## config.mk

```make
export PLATFORM = sky130hd
export DESIGN_NAME = branch_resolve_unit
export DESIGN_NICKNAME = d
export VERILOG_FILES = /design/src/rtl/branch_resolve_unit.sv
export SDC_FILE = /design/constraint.sdc
export NUM_CORES = 1
export LEC_CHECK = 0
export CELL_PAD_IN_SITES_DETAIL_PLACEMENT = 1
export CELL_PAD_IN_SITES_GLOBAL_PLACEMENT = 2
export CORE_MARGIN = 1.5
export CORE_UTILIZATION = 38
export CTS_BUF_LIST = sky130_fd_sc_hd__clkbuf_8
export CTS_CLUSTER_SIZE = 28
export DETAILED_ROUTE_END_ITERATION = 7
export HOLD_SLACK_MARGIN = 0.12
export PLACE_DENSITY_LB_ADDON = 0.1
export SLEW_MARGIN = 20
export SYNTH_ARGS = -nofsm -noshare
export SYNTH_HDL_FRONTEND = slang
export SYNTH_SLANG_ARGS = --single-unit
```

## constraint.sdc

```tcl
create_clock -name clk -period 9.6 [get_ports clk]
set_input_delay 1.92 -clock clk [delete_from_list [all_inputs] [get_ports clk]]
set_output_delay 1.92 -clock clk [all_outputs]
set_load 0.01 [all_outputs]
```

## src/rtl/branch_resolve_unit.sv

```systemverilog
// SPARC-style Bicc branch resolver. It holds a bank of 4-bit condition-code registers and
// evaluates one branch per cycle, or parks the branch until an in-flight CC write lands.

module branch_cc_reg (
    input  logic       clk,
    input  logic       reset_n,
    input  logic       we,
    input  logic [3:0] wdata,
    output logic [3:0] q
);
    always_ff @(posedge clk or negedge reset_n) begin
        if (!reset_n)
            q <= 4'b0000;
        else if (we)
            q <= wdata;
    end
endmodule

module branch_resolve_unit #(
    parameter  int ADDR_W = 32,
    parameter  int NUM_CC = 2,
    localparam int SEL_W  = (NUM_CC > 1) ? $clog2(NUM_CC) : 1
) (
    input  logic                  clk,
    input  logic                  reset_n,
    input  logic                  cc_we,
    input  logic [SEL_W-1:0]      cc_wsel,
    input  logic [3:0]            cc_wdata,
    input  logic                  cc_pending,
    input  logic                  br_valid,
    input  logic [3:0]            br_cond,
    input  logic                  br_annul,
    input  logic [SEL_W-1:0]      br_ccsel,
    input  logic [ADDR_W-1:0]     br_pc,
    input  logic [ADDR_W-1:0]     br_disp,
    output logic                  br_ready,
    output logic                  res_valid,
    output logic                  res_taken,
    output logic                  res_annul_slot,
    output logic [ADDR_W-1:0]     res_target,
    output logic [4*NUM_CC-1:0]   cc_out
);
    typedef enum logic {IDLE = 1'b0, WAIT = 1'b1} state_t;

    typedef struct packed {
        logic [3:0]        cond;
        logic              annul;
        logic [SEL_W-1:0]  ccsel;
        logic [ADDR_W-1:0] pc;
        logic [ADDR_W-1:0] disp;
    } br_t;

    // Flag order in each register: {V, C, N, Z}.
    function automatic logic cond_taken(input logic [3:0] cond, input logic [3:0] f);
        logic base;
        case (cond[2:0])
            3'd0:    base = 1'b0;
            3'd1:    base = f[0];
            3'd2:    base = f[0] | (f[1] ^ f[3]);
            3'd3:    base = f[1] ^ f[3];
            3'd4:    base = f[2] | f[0];
            3'd5:    base = f[2];
            3'd6:    base = f[1];
            default: base = f[3];
        endcase
        // The upper half of the encoding is the complement; 1000 becomes "always".
        return base ^ cond[3];
    endfunction

    logic [NUM_CC-1:0][3:0] cc_q;

    for (genvar i = 0; i < NUM_CC; i++) begin : g_cc
        branch_cc_reg u_cc (
            .clk     (clk),
            .reset_n (reset_n),
            .we      (cc_we && (cc_wsel == SEL_W'(i))),
            .wdata   (cc_wdata),
            .q       (cc_q[i])
        );
    end

    assign cc_out = cc_q;

    state_t            state_q, state_d;
    br_t               lat_q, lat_d;
    br_t               in_br, cur;
    logic              eval;
    logic              in_range;
    logic [3:0]        flags;
    logic              taken, annul_slot;
    logic [ADDR_W-1:0] target;

    assign in_br = '{cond: br_cond, annul: br_annul, ccsel: br_ccsel, pc: br_pc, disp: br_disp};

    always_comb begin
        cur      = (state_q == IDLE) ? in_br : lat_q;
        in_range = (32'(cur.ccsel) < NUM_CC);
        flags    = 4'b0000;
        if (in_range) begin
            if (cc_we && (cc_wsel == cur.ccsel))
                flags = cc_wdata;
            else
                flags = cc_q[cur.ccsel];
        end
        taken      = cond_taken(cur.cond, flags);
        annul_slot = cur.annul & (~taken | (cur.cond == 4'b1000));
        target     = taken ? (cur.pc + cur.disp) : (cur.pc + ADDR_W'(8));
    end

    always_comb begin
        state_d = state_q;
        lat_d   = lat_q;
        eval    = 1'b0;
        case (state_q)
            IDLE: begin
                if (br_valid) begin
                    if (cc_pending) begin
                        lat_d   = in_br;
                        state_d = WAIT;
                    end else begin
                        eval = 1'b1;
                    end
                end
            end
            WAIT: begin
                if (!cc_pending) begin
                    eval    = 1'b1;
                    state_d = IDLE;
                end
            end
            default: state_d = IDLE;
        endcase
    end

    assign br_ready = (state_q == IDLE);

    always_ff @(posedge clk or negedge reset_n) begin
        if (!reset_n) begin
            state_q <= IDLE;
            lat_q   <= '0;
        end else begin
            state_q <= state_d;
            lat_q   <= lat_d;
        end
    end

    // Result fields only move on a resolve so they stay readable between pulses.
    always_ff @(posedge clk or negedge reset_n) begin
        if (!reset_n) begin
            res_valid      <= 1'b0;
            res_taken      <= 1'b0;
            res_annul_slot <= 1'b0;
            res_target     <= '0;
        end else begin
            res_valid <= eval;
            if (eval) begin
                res_taken      <= taken;
                res_annul_slot <= annul_slot;
                res_target     <= target;
            end
        end
    end
endmodule

```

; ---- Yosys cells after proc, flatten, opt, wreduce, memory -nomap -nowiden
; Index checks and enable logic that the tools add are counted.
[op_classes]
magnitude_cmp = 1
n_addsub = 2
mux = 12
bitwise_logic = 9
n_reduce_logical = 5
n_eq_ne = 8
[op_table]
columns = cell, count
row1 = 70-bit two-way mux, 1
row2 = 32-bit adder, 1
row3 = "32-bit by 4-bit adder with 32-bit output, second input constant", 1
row4 = 32-bit two-way mux, 1
row5 = 4-bit two-way mux, 3
row6 = "3-bit == test, second input constant", 3
row7 = 1-bit one-hot mux with 7 select lines, 1
row8 = "3-bit by 2-bit == test with 1-bit output, second input constant", 2
row9 = "4-bit == test, second input constant", 1
row10 = 1-bit two-way mux, 4
row11 = 1-bit one-hot mux with 2 select lines, 2
row12 = "3-bit by 1-bit == test with 1-bit output, second input constant", 1
row13 = 1-bit logical AND, 3
row14 = 3-bit zero test, 1
row15 = 1-bit NOT, 3
row16 = 1-bit OR, 3
row17 = 3-bit AND reduction, 1
row18 = "1-bit by 2-bit less-than comparator with 1-bit output, second input constant", 1
row19 = 1-bit bitwise XOR, 2
row20 = 1-bit bitwise AND, 1
row21 = 1-bit == test, 1
[word_totals]
register_bits = 114
input_bits = 80
output_inout_bits = 44

; ---- Longest topological paths before layout
; Gate-level depths: netlist of the first run.
[logic_depth]
word_depth = 11
mapped_depth = 18

; ---- Cells and area by module
; Synthesis of the first run repeated with hierarchy kept, for this count alone.
[hier_totals]
cells_unflattened = 774
hier_area_um2 = 7942.6
[by_module_without_submodules]
columns = module, seq_area_each_um2, area_each_um2, cells_per_inst, n_inst
row1 = branch_resolve_unit, 2652.5, 7652.3, 758, 1
row2 = branch_cc_reg, 100.1, 145.1, 8, 2

; ---- Worst setup path after synthesis of the first run
; No wires, ideal clock.
[synth_path]
kind = flip-flop to flip-flop
startpoint = register state_q
endpoint = register res_target[31]
stages_incl_launch_ff = 18
required_time_ns = 9.474
path_slack_ns = 5.135
period_less_slack_ns = 4.465
arrival_time_ns = 4.339
cell_sequence = dfrtp_1 buf_6 buf_2 buf_2 buf_2 clkbuf_1 buf_1 mux2_2 ha_1 inv_1 nor4_1 nor2_1 o211a_1 a31oi_2 a211o_1 a21oi_1 xnor2_1 a221o_1
[synth_via]
elab_chain_len = 9
[synth_rtl]
columns = element, line
row1 = "start, declared", 84  ; state_t state_q, state_d;
row2 = "start signal, assigned", 142  ; state_q <= state_d;
row3 = 70-bit two-way mux, 96  ; cur = (state_q == IDLE) ? in_br : lat_q;
row4 = 4-bit two-way mux (implied by the code) or 1-bit == test (tied branches), "103, 100"
row5 = 4-bit two-way mux (implied by the code) or 1-bit logical AND (tied branches), "103, 100"
row6 = 4-bit two-way mux, 100  ; if (cc_we && (cc_wsel == cur.ccsel))
row7 = 1-bit bitwise XOR, "59, 60"
row8 = 1-bit OR, 59  ; 3'd2: base = f[0] | (f[1] ^ f[3]);
row9 = 1-bit one-hot mux with 7 select lines, 56  ; case (cond[2:0])
row10 = 1-bit bitwise XOR, 67  ; return base ^ cond[3];
row11 = 32-bit two-way mux, 107  ; target = taken ? (cur.pc + cur.disp) : (cur.pc + ADDR_W'(8));
row12 = "end signal, assigned", 159  ; res_target <= target;
row13 = "end, declared", 40  ; output logic [ADDR_W-1:0] res_target,
; Several ways; a longest one is shown, not always the timed one. The select of a mux whose other input is x is not followed.
; A chain may end at the register's enable or synchronous reset.

; ---- Final worst setup path of the first run
[layout_path]
startpoint = input port br_pc[5]
endpoint = register res_target[31]
[layout_via]
elab_chain_len = 3
[layout_rtl]
columns = element, line
row1 = "start, declared", 34  ; input logic [ADDR_W-1:0] br_pc,
row2 = 70-bit two-way mux (*), 96
row3 = 32-bit by 4-bit adder with 32-bit output or 32-bit adder (tied branches), 107
row4 = 32-bit two-way mux (*), 107
; Mark *: on every way between the ends. The rest lies on a longest branch, timed or not.

==> flow_metrics.py, run 1 <==
metrics = {
    "clock_tree": {
        "clk_latency_ns": 0.44,
        "post_cts_buffers": 0,
        "clock-sinks": 114,
        "clk_path_buf_depth": 2,
        "htreeDepth": 4,
        "hold_buffers": 0,
        "numCtsBuffers": 17,
        "cts_tree": "built",
        "clockRootBuffer": "clkbuf_8",
        "cts_resized": 0,
        "path_clk_slew_ns": 0.07,
    },
    "route": {
        "via_per_inst": 5.43,
        "routed_wl_um": 21600,
        "dr_total_vias": 6330,
        "ant_nets": 0,
        "drt_iter0_markers": 174,
        "drc": 0,
        "drt-wirelength-per-cell_um": 18.6,
        "first_pass_iters": 4,
    },
    "worst_setup_path": {
        "rr_endpoint": "res_target[31]",
        "r2r_cells": 13,
        "worstPathArrival_ns": 5.27,
        "worstSetupPathType": "in -> reg",
        "crit_path_max_fanout": 6,
        "r2r_start": "state_q",
        "cp-start-kind": "primary input",
        "crit_required_ns": 9.92,
        "cp-startpoint": "br_pc[5]",
        "crit_path_end_kind": "flip-flop",
        "r2r_slack_ns": 4.98,
    },
    "placed_design": {
        "io_buffer_count": 123,
        "gp_congestion": 0.812,
        "dp_slack_ns": 4.21,
        "dpl.hpwl_um": 16100,
    },
    "timing": {
        "finalCritPeriodShare": 0.515,
        "tns_ns": 0,
        "setup_violations": 0,
        "finalCriticalPeriod_ns": 4.95,
        "hold_violations": 0,
        "max_freq_mhz": 202,
        "final-max-slew-violation-count": 0,
        "rsz0062_at_grt": "false",
        "setup_ws_ns": 4.65,
        "relSlewSlack": 0.308,
        "worst_pin_slew_ns": 1.04,
        "clock_skew_ns": 0.00653,
    },
    "synth": {
        "synth_xor_xnor_area_share": 0.0611,
        "synth.distinct_cells": 61,
        "synth_area_um2": 7720,
        "synth_top_family_by_area": "multiplexers",
        "yosysWarnings": 0,
        "syn_nets": 885,
        "ys_seq_elements": 114,
        "seq_area_frac_synth": 0.370,
        "synth_area_per_cell_um2": 10.0,
        "synth_area_leader_cell": "dfrtp_1",
        "synth_top_flop_cell": "dfrtp_1",
        "synthMuxAreaShare": 0.235,
        "synthArstFlopShare": 1.00,
        "synth-simple-area-share": 0.116,
        "synth_edf_count": 0,
        "synth_area_leaders": "dfrtp_1, mux2_2, mux2i_1",
        "syn_inst": 772,
        "synth_compound_area_frac": 0.130,
        "synth_fa_ha_area_frac": 0.0545,
        "synth_top_cell_area_share": 0.370,
    },
    "power_and_ir_drop": {
        "pwr-share-comb": 0.433,
        "power_frac_seq": 0.340,
        "p_switching_uw": 714,
        "power_density_nw_per_um2": 209,
        "pwr-share-clk": 0.228,
        "power_switching_share": 0.356,
        "power.internal_mw": 1.29,
        "max-vdd-ir-drop_mv": 0.0978,
        "cellLeakagePower_nw": 4.06,
    },
    "run": {
        "cap_violations": 0,
    },
    "die": {
        "rows": 51,
        "start_util": 0.391,
        "core_um2": 19700,
        "ios": 124,
        "die_x_um": 146,
        "dieArea_um2": 21200,
        "dieHeight_um": 146,
    },
    "min_path": {
        "hp-class": "reg -> reg",
        "hold_depth": 2,
        "hp-start": "res_target[9]",
        "min_to": "res_target[9]",
    },
    "global_routing": {
        "grt_antenna_before_repair": 0,
        "grt_pass1_wl_um": 36400,
        "grt_pass1_vias": 7100,
        "grtUsageTotal": 0.214,
        "grt_max_degree": 71,
        "gr-total-overflow": 0,
    },
    "layout": {
        "drive_gt1_frac": 0.183,
        "area_delta_synth_final_pct": 24.2,
        "layout.nets": 1004,
        "antenna_cells": 0,
        "nFillCells": 2184,
    },
    "status": {
        "outcome": "completed",
    },
}
==> power groups by stage <==
stage	Combinational (mW)	Clock [mW]	Sequential, mW
2_1_floorplan	0.519	0	0.697
3_5_place_dp	0.870	0	0.692
5_1_grt	0.954	0.494	0.700
3_3_place_gp	0.847	0	0.685
6_report	0.868	0.457	0.682
4_1_cts	0.878	0.473	0.683
==> final cells by class <==
cell class | instances | area (um2) | share of cell area
tap | 265 | 332 | 0.0346
multi-input combinational | 600 | 4630 | 0.483
inverter | 29 | 109 | 0.0114
sequential | 114 | 2860 | 0.298
clock buffer | 22 | 303 | 0.0316
timing repair buffer | 129 | 1270 | 0.133
clock inverter | 6 | 80.1 | 0.00835
==> Yosys cell counts, types with 4 or more instances <==
library cell and n:
nor3_1 9, nor2_1 37, inv_1 29, ha_1 32, nor2b_1 6, o21a_1 5
and2_1 7, mux2i_1 44, o21ai_0 27, clkbuf_1 14, nand3b_1 9, xor2_1 13
o211ai_1 5, and3_1 5, nand3_1 24, a21oi_1 50, o21ai_1 13, a211oi_1 7
a21o_1 10, xnor2_1 39, nand2_1 73, nand2b_1 7, a221o_1 4, dfrtp_1 114
buf_2 7, mux2_2 121
==> flip-flops by register name, indices dropped and copies added, names as in the netlist <==
signal and count:
lat_q 70, res_target 32, g_cc.u_cc.q 8, res_annul_slot 1, res_taken 1, res_valid 1
state_q 1
==> critical path: stages <==
cell	delay [ns]
clkdlybuf4s50_1	0.45
mux2i_1	0.32
inv_1	0.08
ha_1	0.38
nand3_1	0.11
nor4_1	0.44
nor2_1	0.12
o211a_1	0.33
a31oi_2	0.37
a211o_1	0.19
a21oi_1	0.09
xnor2_1	0.14
a221o_1	0.32
==> kinds of logic after synthesis <==
family,count (synthesis)
AND/OR/NAND/NOR,191
multiplexers,166
AO/OA/AOI/OAI,157
flip-flops,114
buffers and inverters,58
XOR/XNOR,53
adder cells (fa/ha/maj),33
==> cells in the final DEF (no fill, tap or decap), types with 10 or more instances in the layout <==
master / n
clkbuf_8: 22
xnor2_1: 39
a21o_1: 10
inv_1: 29
nand3_1: 23
ha_1: 32
dfrtp_1: 113
nor2_1: 37
mux2_2: 121
o21ai_0: 27
o21ai_1: 13
a21oi_1: 50
nand2_1: 73
clkdlybuf4s50_1: 122
mux2i_1: 44
xor2_1: 12
==> routing by layer <==
layer  track usage  share of wire
met2         0.365           0.48
met3        0.0379          0.038
met4        0.0607          0.014
met5             0              0
met1         0.278           0.47
==> stage by stage <==
stage | cell area (um2) | hold slack (ns) | std cells | utilization | power (mW)
2_1_floorplan | 7720 | 0.474 | 772 | - | 1.22
3_3_place_gp | 9200 | 0.471 | 1137 | 0.467 | 1.53
3_5_place_dp | 9200 | 0.480 | 1137 | 0.467 | 1.56
4_1_cts | 9590 | 0.495 | 1165 | 0.486 | 2.03
5_1_grt | 9590 | 0.521 | 1165 | 0.486 | 2.15
6_report | 9590 | 0.486 | 1165 | 0.486 | 2.01
==> worst max path at each step <==
stage                     slack (ns)              to
after floorplan                 5.14  res_target[31]
after global placement          4.34  res_target[31]
after detailed placement        4.21  res_target[29]
after CTS                       4.65  res_target[29]
after global routing            4.34  res_target[29]
final                           4.65  res_target[31]
(Power assumes the default switching activity.)
==> run 2, diff against run 1 <==
- CORE_UTILIZATION: 38 -> 32
- clock period: 9.6 -> 4.1 ns (I/O delays scaled with it)
==> flow_metrics.py, run 2 (synthesized netlist as in run 1, its figures left out) <==
metrics = {
    "route": {
        "routed_wl_um": 22600,
        "drt_iter0_markers": 239,
        "via_per_inst": 5.14,
        "dr_total_vias": 6406,
        "drt-wirelength-per-cell_um": 18.2,
        "ant_nets": 0,
        "first_pass_iters": 4,
        "drc": 0,
    },
    "clock_tree": {
        "cts_resized": 0,
        "path_clk_slew_ns": 0.08,
        "clk_latency_ns": 0.45,
        "cts_tree": "built",
        "clk_path_buf_depth": 2,
        "clockRootBuffer": "clkbuf_8",
        "numCtsBuffers": 17,
        "post_cts_buffers": 0,
        "htreeDepth": 4,
        "clock-sinks": 114,
        "hold_buffers": 0,
    },
    "layout": {
        "layout_common_cells": "clkdlybuf4s50_1, mux2_2, dfrtp_1",
        "layout.nets": 1028,
        "finalInstanceArea_um2": 9940,
        "largest_reg_flops": 70,
        "nFillCells": 2657,
        "multi_input_area_um2": 4640,
        "reg_top3": "lat_q: 70 flops, res_target: 32 flops, g_cc.u_cc.q: 8 flops",
        "seq_area_um2": 2860,
        "top_register": "lat_q",
        "antenna_cells": 0,
        "drive_gt1_frac": 0.207,
        "layout_commonest_cell": "clkdlybuf4s50_1",
        "area_delta_synth_final_pct": 28.8,
    },
    "power_and_ir_drop": {
        "cellLeakagePower_nw": 4.22,
        "power_switching_share": 0.359,
        "p_switching_mw": 1.74,
        "max-vdd-ir-drop_mv": 0.220,
        "pwr-share-comb": 0.436,
        "pwr-share-clk": 0.234,
        "finalPower_mw": 4.84,
        "power_frac_seq": 0.330,
        "power.internal_mw": 3.11,
        "power_density_nw_per_um2": 487,
    },
    "global_routing": {
        "grt_antenna_before_repair": 0,
        "grt_pass1_wl_um": 35800,
        "grtUsageTotal": 0.186,
        "grt_max_degree": 71,
        "grt_pass1_vias": 6785,
        "gr-total-overflow": 0,
    },
    "die": {
        "die_x_um": 158,
        "dieArea_um2": 25100,
        "ios": 124,
        "rows": 56,
        "dieHeight_um": 158,
        "start_util": 0.328,
        "core_um2": 23500,
    },
    "timing": {
        "rsz0062_at_grt": "false",
        "tns_ns": 0,
        "finalCritPeriodShare": 0.909,
        "relSlewSlack": 0.349,
        "hold_violations": 0,
        "setup_violations": 0,
        "max_freq_mhz": 268,
        "final-max-slew-violation-count": 0,
        "finalCriticalPeriod_ns": 3.73,
        "setup_ws_ns": 0.374,
        "clock_skew_ns": 0.0192,
        "worst_pin_slew_ns": 0.977,
    },
    "worst_setup_path": {
        "cp-start-kind": "flip-flop",
        "crit_path_max_fanout": 19,
        "worstPathArrival_ns": 4.09,
        "crit_path_end_kind": "flip-flop",
        "crit_chain": "buf_4 > mux2_2 > ha_1 > nand3_1 > nor4_1 > nor2_1 > o211a_1 > a31oi_4 > a211o_1 > a211oi_1 > a2111o_1 > a21oi_1",
        "crit_required_ns": 4.46,
        "r2r_start": "state_q",
        "slowest_delay_ns": 0.66,
        "cp-startpoint": "state_q",
        "worstSetupPathType": "reg -> reg",
        "cpMaxStageDelayCell": "dfrtp_4",
    },
    "placed_design": {
        "dpl.hpwl_um": 17000,
        "dp_slack_ns": 0.0222,
        "placed_cell_area_um2": 9500,
        "io_buffer_count": 123,
        "gp_congestion": 0.812,
    },
    "run": {
        "cap_violations": 0,
    },
    "min_path": {
        "hp-class": "in -> async",
    },
    "status": {
        "outcome": "completed",
    },
}
run 2: layout make-up:
type                            instances  share of cell area
Multi-Input combinational cell        600               0.467
Sequential cell                       114               0.287
Timing Repair Buffer                  153               0.153
Tap cell                              319              0.0401
Clock buffer                           18              0.0249
Clock inverter                         14              0.0165
Inverter                               29              0.0109
run 2: through the flow:
step | util | hold WS (ns) | cells
after global placement | 0.404 | 0.473 | 1214
final | 0.422 | 0.446 | 1247
after CTS | 0.421 | 0.473 | 1246
after detailed placement | 0.404 | 0.483 | 1214
after global routing | 0.422 | 0.484 | 1247
after floorplan | - | 0.474 | 772
run 2: worst paths after layout:
kind	slack, ns	cells after the start	to
worst max-delay path	0.37	12	res_target[29]
worst min-delay path	0.45	1	res_target[5]
worst max register to register	0.37	12	res_target[29]
worst min register to register	0.49	2	res_target[3]
max in group asynchronous	2.83	2	state_q
min in group clk	0.49	2	res_target[3]
run 2: worst max-delay path, delay by kind of cell, from the launching register on:
kind            cells  cell delay, ns
compound gates      6            1.33
fa+ha+maj           1            0.36
buf+inv             1            0.22
flops               1            0.66
mux                 1            0.36
simple gates        3            0.71
run 2: layer usage:
layer  part of all wire  up-vias  wire length [um]  track usage
li1                   -     3078                 -            -
met2               0.47      136             10700        0.312
met3              0.045       19              1020       0.0359
met1               0.47     3173             10600        0.244
met5                  0        -                 0            0
met4              0.011        0               259       0.0481
run 2: power groups by stage:
stage | Combinational (mW) | Sequential, mW | Clock, mW
3_5_place_dp | 2.12 | 1.63 | 0
4_1_cts | 2.14 | 1.61 | 1.19
5_1_grt | 2.31 | 1.64 | 1.23
3_3_place_gp | 2.09 | 1.61 | 0
2_1_floorplan | 1.22 | 1.63 | 0
6_report | 2.11 | 1.60 | 1.13
